$ cat config.mk
export PLATFORM = sky130hd
export DESIGN_NAME = roc_tick_scheduler
export DESIGN_NICKNAME = d
export VERILOG_FILES = /design/src/rtl/roc_pkg.sv /design/src/rtl/roc_phase_acc.sv /design/src/rtl/roc_tick_scheduler.sv
export SDC_FILE = /design/constraint.sdc
export NUM_CORES = 1
export LEC_CHECK = 0
export ABC_CLOCK_PERIOD_IN_PS = 6000
export BUFFER_PORTS_ARGS = -buffer_cell sky130_fd_sc_hd__buf_2
export CORE_MARGIN = 1
export CORE_UTILIZATION = 55
export DETAILED_ROUTE_END_ITERATION = 6
export GPL_ROUTABILITY_DRIVEN = 0
export PLACE_DENSITY = 0.76
export SYNTH_ARGS = -nofsm -noshare
export SYNTH_HDL_FRONTEND = slang
export SYNTH_SLANG_ARGS = --single-unit
export TNS_END_PERCENT = 10
$ cat constraint.sdc
create_clock -name i_clk -period 6 [get_ports i_clk]
set_input_delay 1.2 -clock i_clk [delete_from_list [all_inputs] [get_ports i_clk]]
set_output_delay 1.2 -clock i_clk [all_outputs]
set_load 0.005 [all_outputs]
$ cat src/rtl/roc_pkg.sv
// roc_pkg: shared types and helpers for the RoC tick scheduler and command_controller
//   roc_state_e : scheduler FSM states
//   TPS_W       : width of the ticks-per-second word (o_roc_tps / i_tps)
//   roc_rate()  : clamps a requested rate to the clock frequency
package roc_pkg;

   localparam int TPS_W = 32;

   typedef enum logic [1:0] {
      s_IDLE   = 2'd0,
      s_TICK   = 2'd1,
      s_SETTLE = 2'd2
   } roc_state_e;

   // Effective rate: a request above the clock rate would need more than one credit per cycle.
   function automatic logic [TPS_W:0] roc_rate(input logic [TPS_W-1:0] tps, input logic [TPS_W:0] hz);
      return ({1'b0, tps} > hz) ? hz : {1'b0, tps};
   endfunction

endpackage

$ cat src/rtl/roc_phase_acc.sv
// roc_phase_acc: fractional phase accumulator producing one credit pulse per rate period
//   i_clk, i_rst_n : clock, async active-low reset
//   i_en           : run enable; low holds the accumulator at 0
//   i_tps          : requested ticks per second (clamped to CLK_HZ)
//   o_credit       : combinational one-cycle pulse when the phase wraps this cycle
module roc_phase_acc
   import roc_pkg::*;
#(
   parameter int unsigned CLK_HZ = 50_000_000
) (
   input  logic             i_clk,
   input  logic             i_rst_n,
   input  logic             i_en,
   input  logic [TPS_W-1:0] i_tps,
   output logic             o_credit
);

   localparam logic [TPS_W:0] HZ = (TPS_W+1)'(CLK_HZ);

   logic [TPS_W:0] acc_q, acc_d, rate, sum;
   logic           run;

   // acc < HZ and rate <= HZ, so the sum always fits in TPS_W+1 bits.
   always_comb begin
      rate     = roc_rate(i_tps, HZ);
      sum      = acc_q + rate;
      run      = i_en && (rate != '0);
      o_credit = run && (sum >= HZ);
      acc_d    = !run ? '0 : o_credit ? sum - HZ : sum;
   end

   always_ff @(posedge i_clk or negedge i_rst_n)
      if (!i_rst_n) acc_q <= '0;
      else          acc_q <= acc_d;

endmodule

$ cat src/rtl/roc_tick_scheduler.sv
// roc_tick_scheduler: turns a ticks-per-second rate and enable into spaced single-cycle RoC ticks
//   i_clk, i_rst_n     : clock, async active-low reset
//   i_en, i_tps        : run enable and target rate (0 = no free-running ticks)
//   i_step, i_clear    : one-extra-tick request; clear of overrun and tick count
//   i_roc_outputs      : live RoC outputs, sampled at the end of settle
//   o_tick, o_busy     : tick strobe; high while a tick is in flight
//   o_tick_count       : ticks issued since reset/clear (wraps)
//   o_overrun          : sticky, a credit was dropped at MAX_PENDING
//   o_snapshot, o_snap_valid : captured RoC outputs and their update pulse
module roc_tick_scheduler
   import roc_pkg::*;
#(
   parameter int unsigned CLK_HZ        = 50_000_000,
   parameter int unsigned SETTLE_CYCLES = 4,
   parameter int unsigned MAX_PENDING   = 3,
   parameter int unsigned ROC_OUTPUTS   = 8
) (
   input  logic                   i_clk,
   input  logic                   i_rst_n,
   input  logic                   i_en,
   input  logic [TPS_W-1:0]       i_tps,
   input  logic                   i_step,
   input  logic                   i_clear,
   input  logic [ROC_OUTPUTS-1:0] i_roc_outputs,
   output logic                   o_tick,
   output logic                   o_busy,
   output logic [31:0]            o_tick_count,
   output logic                   o_overrun,
   output logic [ROC_OUTPUTS-1:0] o_snapshot,
   output logic                   o_snap_valid
);

   localparam int CW  = (SETTLE_CYCLES > 1) ? $clog2(SETTLE_CYCLES) : 1;
   localparam int CRW = $clog2(MAX_PENDING + 3);

   roc_state_e             state_q;
   logic [CW-1:0]          cnt_q;
   logic [CRW-1:0]         cred_q, cred_d, avail, net;
   logic [31:0]            count_q, count_d;
   logic                   ovr_q, ovr_d, snapv_q, credit, issue, drop, legal;
   logic [ROC_OUTPUTS-1:0] snap_q;

   roc_phase_acc #(.CLK_HZ(CLK_HZ)) u_acc (
      .i_clk    (i_clk),
      .i_rst_n  (i_rst_n),
      .i_en     (i_en),
      .i_tps    (i_tps),
      .o_credit (credit)
   );

   // avail includes this cycle's incoming credit/step so an idle FSM can start the tick next cycle.
   always_comb begin
      legal   = (state_q == s_IDLE) || (state_q == s_TICK) || (state_q == s_SETTLE);
      issue   = (state_q == s_TICK);
      avail   = (i_en ? cred_q : '0) + CRW'(credit) + CRW'(i_step);
      net     = (avail > CRW'(issue)) ? avail - CRW'(issue) : '0;
      drop    = net > CRW'(MAX_PENDING);
      cred_d  = !legal ? '0 : drop ? CRW'(MAX_PENDING) : net;
      ovr_d   = (ovr_q & ~i_clear) | drop;
      count_d = (i_clear ? '0 : count_q) + 32'(issue);
   end

   always_ff @(posedge i_clk or negedge i_rst_n) begin
      if (!i_rst_n) begin
         state_q <= s_IDLE;
         cnt_q   <= '0;
         cred_q  <= '0;
         count_q <= '0;
         ovr_q   <= 1'b0;
         snap_q  <= '0;
         snapv_q <= 1'b0;
      end else begin
         cred_q  <= cred_d;
         count_q <= count_d;
         ovr_q   <= ovr_d;
         snapv_q <= 1'b0;
         case (state_q)
            s_IDLE:
               if (avail != '0) state_q <= s_TICK;
            s_TICK: begin
               cnt_q   <= CW'(SETTLE_CYCLES - 1);
               state_q <= s_SETTLE;
            end
            s_SETTLE:
               if (cnt_q == '0) begin
                  snap_q  <= i_roc_outputs;
                  snapv_q <= 1'b1;
                  state_q <= s_IDLE;
               end else cnt_q <= cnt_q - 1'b1;
            default: state_q <= s_IDLE;
         endcase
      end
   end

   assign o_tick       = (state_q == s_TICK);
   assign o_busy       = (state_q == s_TICK) || (state_q == s_SETTLE);
   assign o_tick_count = count_q;
   assign o_overrun    = ovr_q;
   assign o_snapshot   = snap_q;
   assign o_snap_valid = snapv_q;

endmodule

# ---- Word level (Yosys, flattened, before mapping)
# Index checks and enable logic that the tools add are counted.
dict set report word_totals {
  out_inout_bits 44
  in_bits 45
  wordCells 55
  ff_bits 82
}
dict set report op_classes {
  magnitude_cmp 4
  n_bitwise 3
  mux 15
  n_addsub 7
  n_reduce_logical 13
  n_eq_ne 5
}
# operator count
set ops {}
lappend ops {{$mux W33} 2}
lappend ops {{$mux W32} 2}
lappend ops {{$add A33 B33 Y33} 1}
lappend ops {{$ge A33 B26 Y1 const B} 1}
lappend ops {{$reduce_bool A33 Y1} 1}
lappend ops {{$sub A33 B26 Y33 const B} 1}
lappend ops {{$add A32 B1 Y32} 1}
lappend ops {{$gt A32 B26 Y1 const B} 1}
lappend ops {{$mux W3} 4}
lappend ops {{$add A3 B1 Y3} 2}
lappend ops {{$mux W2} 3}
lappend ops {{$pmux W2 S3} 1}
lappend ops {{$reduce_and A2 Y1} 3}
lappend ops {{$logic_not A2 Y1} 2}
lappend ops {{$ne A2 B2 Y1 const B} 2}
lappend ops {{$pmux W2 S2} 1}
lappend ops {{$gt A3 B1 Y1} 1}
lappend ops {{$gt A3 B2 Y1 const B} 1}
lappend ops {{$logic_or A1 B1 Y1} 3}
lappend ops {{$reduce_bool A3 Y1} 1}
lappend ops {{$sub A3 B1 Y3} 1}
lappend ops {{$eq A2 B1 Y1 const B} 1}
lappend ops {{$eq A2 B2 Y1 const B} 1}
lappend ops {{$logic_and A1 B1 Y1} 2}
lappend ops {{7 further kinds} 8}

# ---- Logic depth before layout (Yosys ltp)
dict set report depth {
  ltp_word 12
  ltp_mapped 32
  ltp_nobuf 29
}

# ---- By module
# From an unflattened synthesis, not the netlist that was laid out.
dict set report unflattened {
  hier_cells 856
  area_unflattened_um2 7213.2
}
# module area_each_um2 n_inst cells_per_inst seq_area_each_um2
set by_module_without_submodules {}
lappend by_module_without_submodules {roc_phase_acc 4645.7 1 608 825.8}
lappend by_module_without_submodules {roc_tick_scheduler 2567.5 1 248 1226.2}

# ---- Worst setup path after synthesis
# No wires, ideal clock.
dict set report synth_timing {
  path_type {in2reg}
  start {input i_tps[31]}
  end {register state_q[0]}
  path_slack_ns -1.539
  n_path_buf 5
  stages 28
  setup_ns 0.121
  arrival_time_ns 7.417
  t_required_ns 5.879
  cell_sequence {or4_1 > or2_1 > buf_6 > nor2_1 > o21ai_0 > o41a_1 > clkbuf_1 > or2_2 > ha_1 > buf_2 > and3_1 > nand2_1 > o221ai_2 > o41a_4 > maj3_2 > o31ai_2 > xnor2_1 > nand4_2 > nor4_2 > nor3b_2 > buf_6 > buf_6 > nor2_1 > fa_1 > ha_1 > xor2_1 > a41oi_1 > o22a_1}
}
dict set report synth_via {
  elab_chain_cells 10
  elab_cells_between_ends 12
  cone_classes {add/sub (3); order compare (2); eq/ne (1); mux (1); reduce/logical (5)}
}
# element line
set synth_rtl {}
lappend synth_rtl {{from (decl)} roc_tick_scheduler.sv:21} ;# input logic [TPS_W-1:0] i_tps,
lappend synth_rtl {{$gt A32 B26 Y1} roc_pkg.sv:17} ;# return ({1'b0, tps} > hz) ? hz : {1'b0, tps};
lappend synth_rtl {{$mux W32 (*)} roc_pkg.sv:17}
lappend synth_rtl {{$add A33 B33 Y33 / $reduce_bool A33 Y1 (equally long branches)} {roc_phase_acc.sv:26, roc_phase_acc.sv:27}}
lappend synth_rtl {{$ge A33 B26 Y1 / $logic_and A1 B1 Y1 (equally long branches)} {roc_phase_acc.sv:28, roc_phase_acc.sv:27}}
lappend synth_rtl {{$logic_and A1 B1 Y1 (*)} roc_phase_acc.sv:28} ;# o_credit = run && (sum >= HZ);
lappend synth_rtl {{$add A3 B1 Y3 (*) (2 in a row)} roc_tick_scheduler.sv:55} ;# avail = (i_en ? cred_q : '0) + CRW'(credit) + CRW'(i_step);
lappend synth_rtl {{$reduce_bool A3 Y1 (*)} roc_tick_scheduler.sv:79} ;# if (avail != '0) state_q <= s_TICK;
lappend synth_rtl {{$ne A2 B1 Y1 (no line) (*)} -}
lappend synth_rtl {{$reduce_and A2 Y1 (no line) (*)} -}
lappend synth_rtl {{to (signal assigned)} roc_tick_scheduler.sv:79}
lappend synth_rtl {{to (signal assigned)} roc_tick_scheduler.sv:82} ;# state_q <= s_SETTLE;
lappend synth_rtl {{to (signal assigned)} roc_tick_scheduler.sv:88} ;# state_q <= s_IDLE;
lappend synth_rtl {{to (decl)} roc_tick_scheduler.sv:36} ;# roc_state_e state_q;
# Every way passes the cells marked *; elsewhere a longest branch is shown, timed or not.
# A chain may end at the register's enable or synchronous reset.

# ---- Final worst setup path
dict set report layout_timing {
  start {input i_tps[0]}
  end {register cred_q[0]}
}
dict set report layout_via {
  elab_chain_cells 12
  elab_cells_between_ends 15
  cone_classes {add/sub (4); order compare (4); mux (4); reduce/logical (3)}
}
# element line
set layout_rtl {}
lappend layout_rtl {{$gt A32 B26 Y1} roc_pkg.sv:17}
lappend layout_rtl {{$mux W32 (*)} roc_pkg.sv:17}
lappend layout_rtl {{$add A33 B33 Y33 / $reduce_bool A33 Y1 (equally long branches)} {roc_phase_acc.sv:26, roc_phase_acc.sv:27}}
lappend layout_rtl {{$ge A33 B26 Y1 / $logic_and A1 B1 Y1 (equally long branches)} {roc_phase_acc.sv:28, roc_phase_acc.sv:27}}
lappend layout_rtl {{$logic_and A1 B1 Y1 (*)} roc_phase_acc.sv:28}
lappend layout_rtl {{$add A3 B1 Y3 (*) (2 in a row)} roc_tick_scheduler.sv:55}
lappend layout_rtl {{$sub A3 B1 Y3 / $gt A3 B1 Y1 (equally long branches)} roc_tick_scheduler.sv:56} ;# net = (avail > CRW'(issue)) ? avail - CRW'(issue) : '0;
lappend layout_rtl {{$mux W3 (*)} roc_tick_scheduler.sv:56}
lappend layout_rtl {{$gt A3 B2 Y1} roc_tick_scheduler.sv:57} ;# drop = net > CRW'(MAX_PENDING);
lappend layout_rtl {{$mux W3 (*) (2 in a row)} roc_tick_scheduler.sv:58} ;# cred_d = !legal ? '0 : drop ? CRW'(MAX_PENDING) : net;
lappend layout_rtl {{via cred_d[0]} roc_tick_scheduler.sv:38} ;# logic [CRW-1:0] cred_q, cred_d, avail, net;
lappend layout_rtl {{to (signal assigned)} roc_tick_scheduler.sv:73} ;# cred_q <= cred_d;
lappend layout_rtl {{to (decl)} roc_tick_scheduler.sv:38}
# The timed path passes the listed nets; every way through them passes the cells marked *.

==> summary.md <==
| Metric | Value |
|---|---|
| Avg Cell Area, Syn | 8.50 sq um |
| PD cells | 454 nW/um^2 |
| Proportion of synthesized area in mux cells | 1.85% |
| All-Layer GR Usage | 35.3% |
| Simple logic cell fraction of the synthesized area | 27.5% |
| # IOs | 89 |
| Area Overhead vs Synth | 49.5% |
| Post-Synth Adder-Cell Area | 8.22% |
| RSZ-0062 raised after global routing | yes |
| Post-Syn Instances | 825 |
| DRT Pass-1 Iters | 7 |
| Worst hold margin | 0.499 ns |
| Chip height | 115 um |
| Max incr delay on CP | 0.66 ns |
| Total number of vias | 8957 |
| Most frequent CP cell | nor2_4 |
| IO buf count | 88 |
| Main combinational cell family by area after synthesis | simple AND/OR/NAND/NOR gates |
| Clock share of power | 11.3% |
| Internal Power | 2.47 mW |
| Status | complete, but fails checks |
| H-tree depth | 3 |
| Post-synth ARST share | 100% |
| Rows | 40 |
| Fill count | 605 |
| Die area | 13200 sq um |
| Startpoint Class | primary input |
| Nets | 1213 |
| Multi-input gate area in the final layout | 5620 sq um |
| Hold Violations, Final | 0 |
| Synth Register Bits | 82 |
| Max_slew headroom | 27.6% |
| Clock Pin Slew Worst Setup and Hold Paths | 0.07 ns |
| First-pass GRT wire length | 36700 um |
| Core area | 12200 sq um |
| Warnings from Yosys | 0 |
| Logic pwr share | 72.9% |
| Max Cap Viol | 0 |
| Layout cell share with drive strength beyond 1 | 44.4% |
| Iteration-0 DRC Markers | 1658 |
| Final setup fails | 31 |
| Pleak | 4.84 nW |
| Slowest cell on crit path | mux2i_1 |
| WL final | 30900 um |
| Largest net degree at the start of global routing | 83 |
| ANT cells | 0 |
| Tcrit/Tclk final | 122% |
| Post-DRT Antenna Nets | 0 |
| Vias per cell | 6.91 |
| Final Max Slew Viols | 0 |
| VDD IR max | 334 uV |
| Vias in the first global route | 7788 |
| Clk sinks | 82 |
| Post-placement cell count | 1250 |
| CTS tree | built |
| Setup WS post-layout | -1.31 ns |
| WP data required | 6.28 ns |
| Slew @ Worst Pin | 1.09 ns |
| F_max | 0.137 GHz |
| Post-route DRC | 192 |
| Netlist Area Pre-Place | 7020 sq um |
| Fin crit period | 7.31 ns |
| Root buffer cell | clkbuf_16 |
| Critical path data arrival time | 7.59 ns |
| CTS Buffer Depth | 2 |
| Hpwl dp | 16800 um |
| Post-synthesis xor/xnor area fraction | 6.19% |
| NetSw | 2.30 mW |
| Starting density of the core | 57.4% |
| CP endpoint kind | flop |
| Hold Path Class | flop to flop |
| Die width | 115 um |
| Post-synth EDFFs | 0 |
| Register area | 2050 sq um |
| Main synth FF type | dfrtp_1 |
| Post-synthesis cell type count | 89 |
| GRT overflow | 0 |
| Compound-Gate Fraction of Synth Area | 23.2% |
| Crit Path Category | primary input to flop |
| Total CTS buffers | 9 |
| Sequential share of power | 15.7% |
| Antenna violations before repair | 1 |
| Sequential area share after synthesis | 29.2% |
| Drt wl/cell | 23.8 um |
| Worst-skew pair later-pin latency | 0.36 ns |
| Failing checks | design-rule violations, negative setup slack |
| Crit Path Max Fanout | 10 |
| Fin Clk Skew | 0.0108 ns |
| Non-filler cells, final | 1296 |
| Net Sw Frac | 48.2% |
-- logic make-up after synthesis --
family | Yosys count
other | 1
DFF | 82
adders and majority gates | 45
muxes | 12
AOI/OAI and AO/OA | 231
xor gates and xnor gates | 47
and+or+nand+nor | 346
buffers and inverters | 61
-- flip-flops by register name, indices dropped and copies added, names as in the netlist --
signal,cells
o_tick_count,32
cnt_q,2
state_q,2
cred_q,3
o_snap_valid,1
o_overrun,1
o_snapshot,8
u_acc.acc_q,33
-- per-stage QoR --
stage / worst slack [ns] / total power, mW / util, % / cell area, sq um / setup TNS [ns]
final: -1.31 / 4.76 / 85.9 / 10500 / -28.04
after CTS: -0.931 / 3.96 / 79.2 / 9670 / -14.31
after global routing: -1.45 / 4.93 / 85.9 / 10500 / -30.53
after global placement: -1.26 / 3.19 / 74.8 / 9130 / -25.06
after floorplan: -1.20 / 2.24 / - / 7170 / -9.73
after detailed placement: -1.47 / 3.31 / 74.8 / 9130 / -30.44
-- power groups by stage --
stage / Sequential [mW] / Combinational [mW] / Clock, mW
3_5_place_dp: 0.744 / 2.56 / 0
3_3_place_gp: 0.736 / 2.45 / 0
4_1_cts: 0.736 / 2.69 / 0.537
5_1_grt: 0.753 / 3.61 / 0.562
6_report: 0.750 / 3.47 / 0.540
2_1_floorplan: 0.711 / 1.53 / 0
-- repair_timing --
action                                  4_1_cts  5_1_grt
buffers inserted                             11       20
hold buffers                                  0        0
endpoints found under the setup margin       31       31
hold endpoints to repair                      0        0
pin swaps                                    27       68
resized for setup                            34      133
-- critical path: cells and delay by family --
kind	cells	cell delay [ns]
compound gates	9	2.21
fa+ha+maj	3	0.97
buf+inv	5	0.78
mux	1	0.66
simple gates	10	1.77
-- cells in the mapped netlist, types with 4 or more instances --
cell type	count	area [sq um]
nand3_1	36	180
mux2_2	8	90.1
a211oi_1	7	52.6
o21bai_1	6	45.0
buf_2	5	25.0
ha_1	42	526
nor4_1	7	43.8
and3_1	15	93.8
nor3b_1	9	67.6
nor3_1	29	145
nand4_1	11	68.8
a21oi_1	64	320
clkbuf_1	24	90.1
nand3b_1	4	30.0
o21a_1	5	37.5
or3_1	22	138
nand2b_1	9	56.3
nor2b_1	24	150
a31oi_1	6	37.5
o2111ai_1	11	96.3
or2_2	18	113
nand2_1	55	206
or4_1	12	90.1
o211a_1	4	40.0
o31ai_1	13	97.6
o31a_1	5	43.8
a21o_1	20	150
mux2i_1	4	40.0
xnor2_1	26	228
dfrtp_1	82	2050
and2_1	9	56.3
o211ai_1	9	67.6
inv_1	26	97.6
nor2_1	63	236
o21ai_0	33	165
xor2_1	18	158
o21ai_1	9	45.0
-- placed cells by master (no fill, tap or decap), types with 6 or more instances in the layout --
cell type,netlist,routed
a21o_1,20,19
a21oi_1,64,45
a21oi_2,0,14
and2_1,9,8
and3_1,15,14
buf_2,5,85
buf_4,1,213
buf_6,3,16
clkbuf_16,0,9
conb_1,1,7
dfrtp_1,82,82
ha_1,42,27
ha_4,0,13
inv_1,26,23
mux2_2,8,8
nand2_1,55,53
nand2b_1,9,9
nand3_1,36,36
nand4_1,11,11
nor2_1,63,58
nor2b_1,24,15
nor2b_4,0,6
nor3_1,29,22
o2111ai_1,11,7
o211ai_1,9,9
o21ai_0,33,25
o21ai_1,9,15
o21bai_1,6,6
o31ai_1,13,10
or2_2,18,16
or3_1,22,20
or4_4,0,7
xnor2_1,26,23
xor2_1,18,15
-- cell type report --
cell class | instances | share of cell area [%]
Clock buffer | 9 | 2.15
Multi-Input combinational cell | 688 | 53.6
Tap cell | 168 | 2.00
Timing Repair Buffer | 315 | 21.2
Inverter | 28 | 1.03
Clock inverter | 6 | 0.489
Sequential cell | 82 | 19.6
-- metal layers --
| metal | global-route usage, % | wire length [um] | vias to the layer above |
|---|---|---|---|
| met1 | 43.8 | 10500 | 4139 |
| met2 | 62.0 | 13500 | 817 |
| met4 | 13.9 | 2650 | 2 |
| li1 | - | - | 3657 |
| met5 | 0 | 12 | - |
| met3 | 5.06 | 4130 | 342 |
-- path summary, 6_finish.rpt --
path,cells past startpoint,start,slack (ns),end
setup / recovery,28,i_tps[0],-1.31,cred_q[0]
hold / removal,1,cnt_q[0],0.50,cnt_q[0]
setup reg to reg,21,u_acc.acc_q[8],0.90,cred_q[0]
hold reg to reg,1,cnt_q[0],0.50,cnt_q[0]
max in group asynchronous,1,i_rst_n,4.26,u_acc.acc_q[28]
min in group asynchronous,1,i_rst_n,1.04,o_tick_count[4]
No activity file was read; power rests on OpenSTA's default activity.
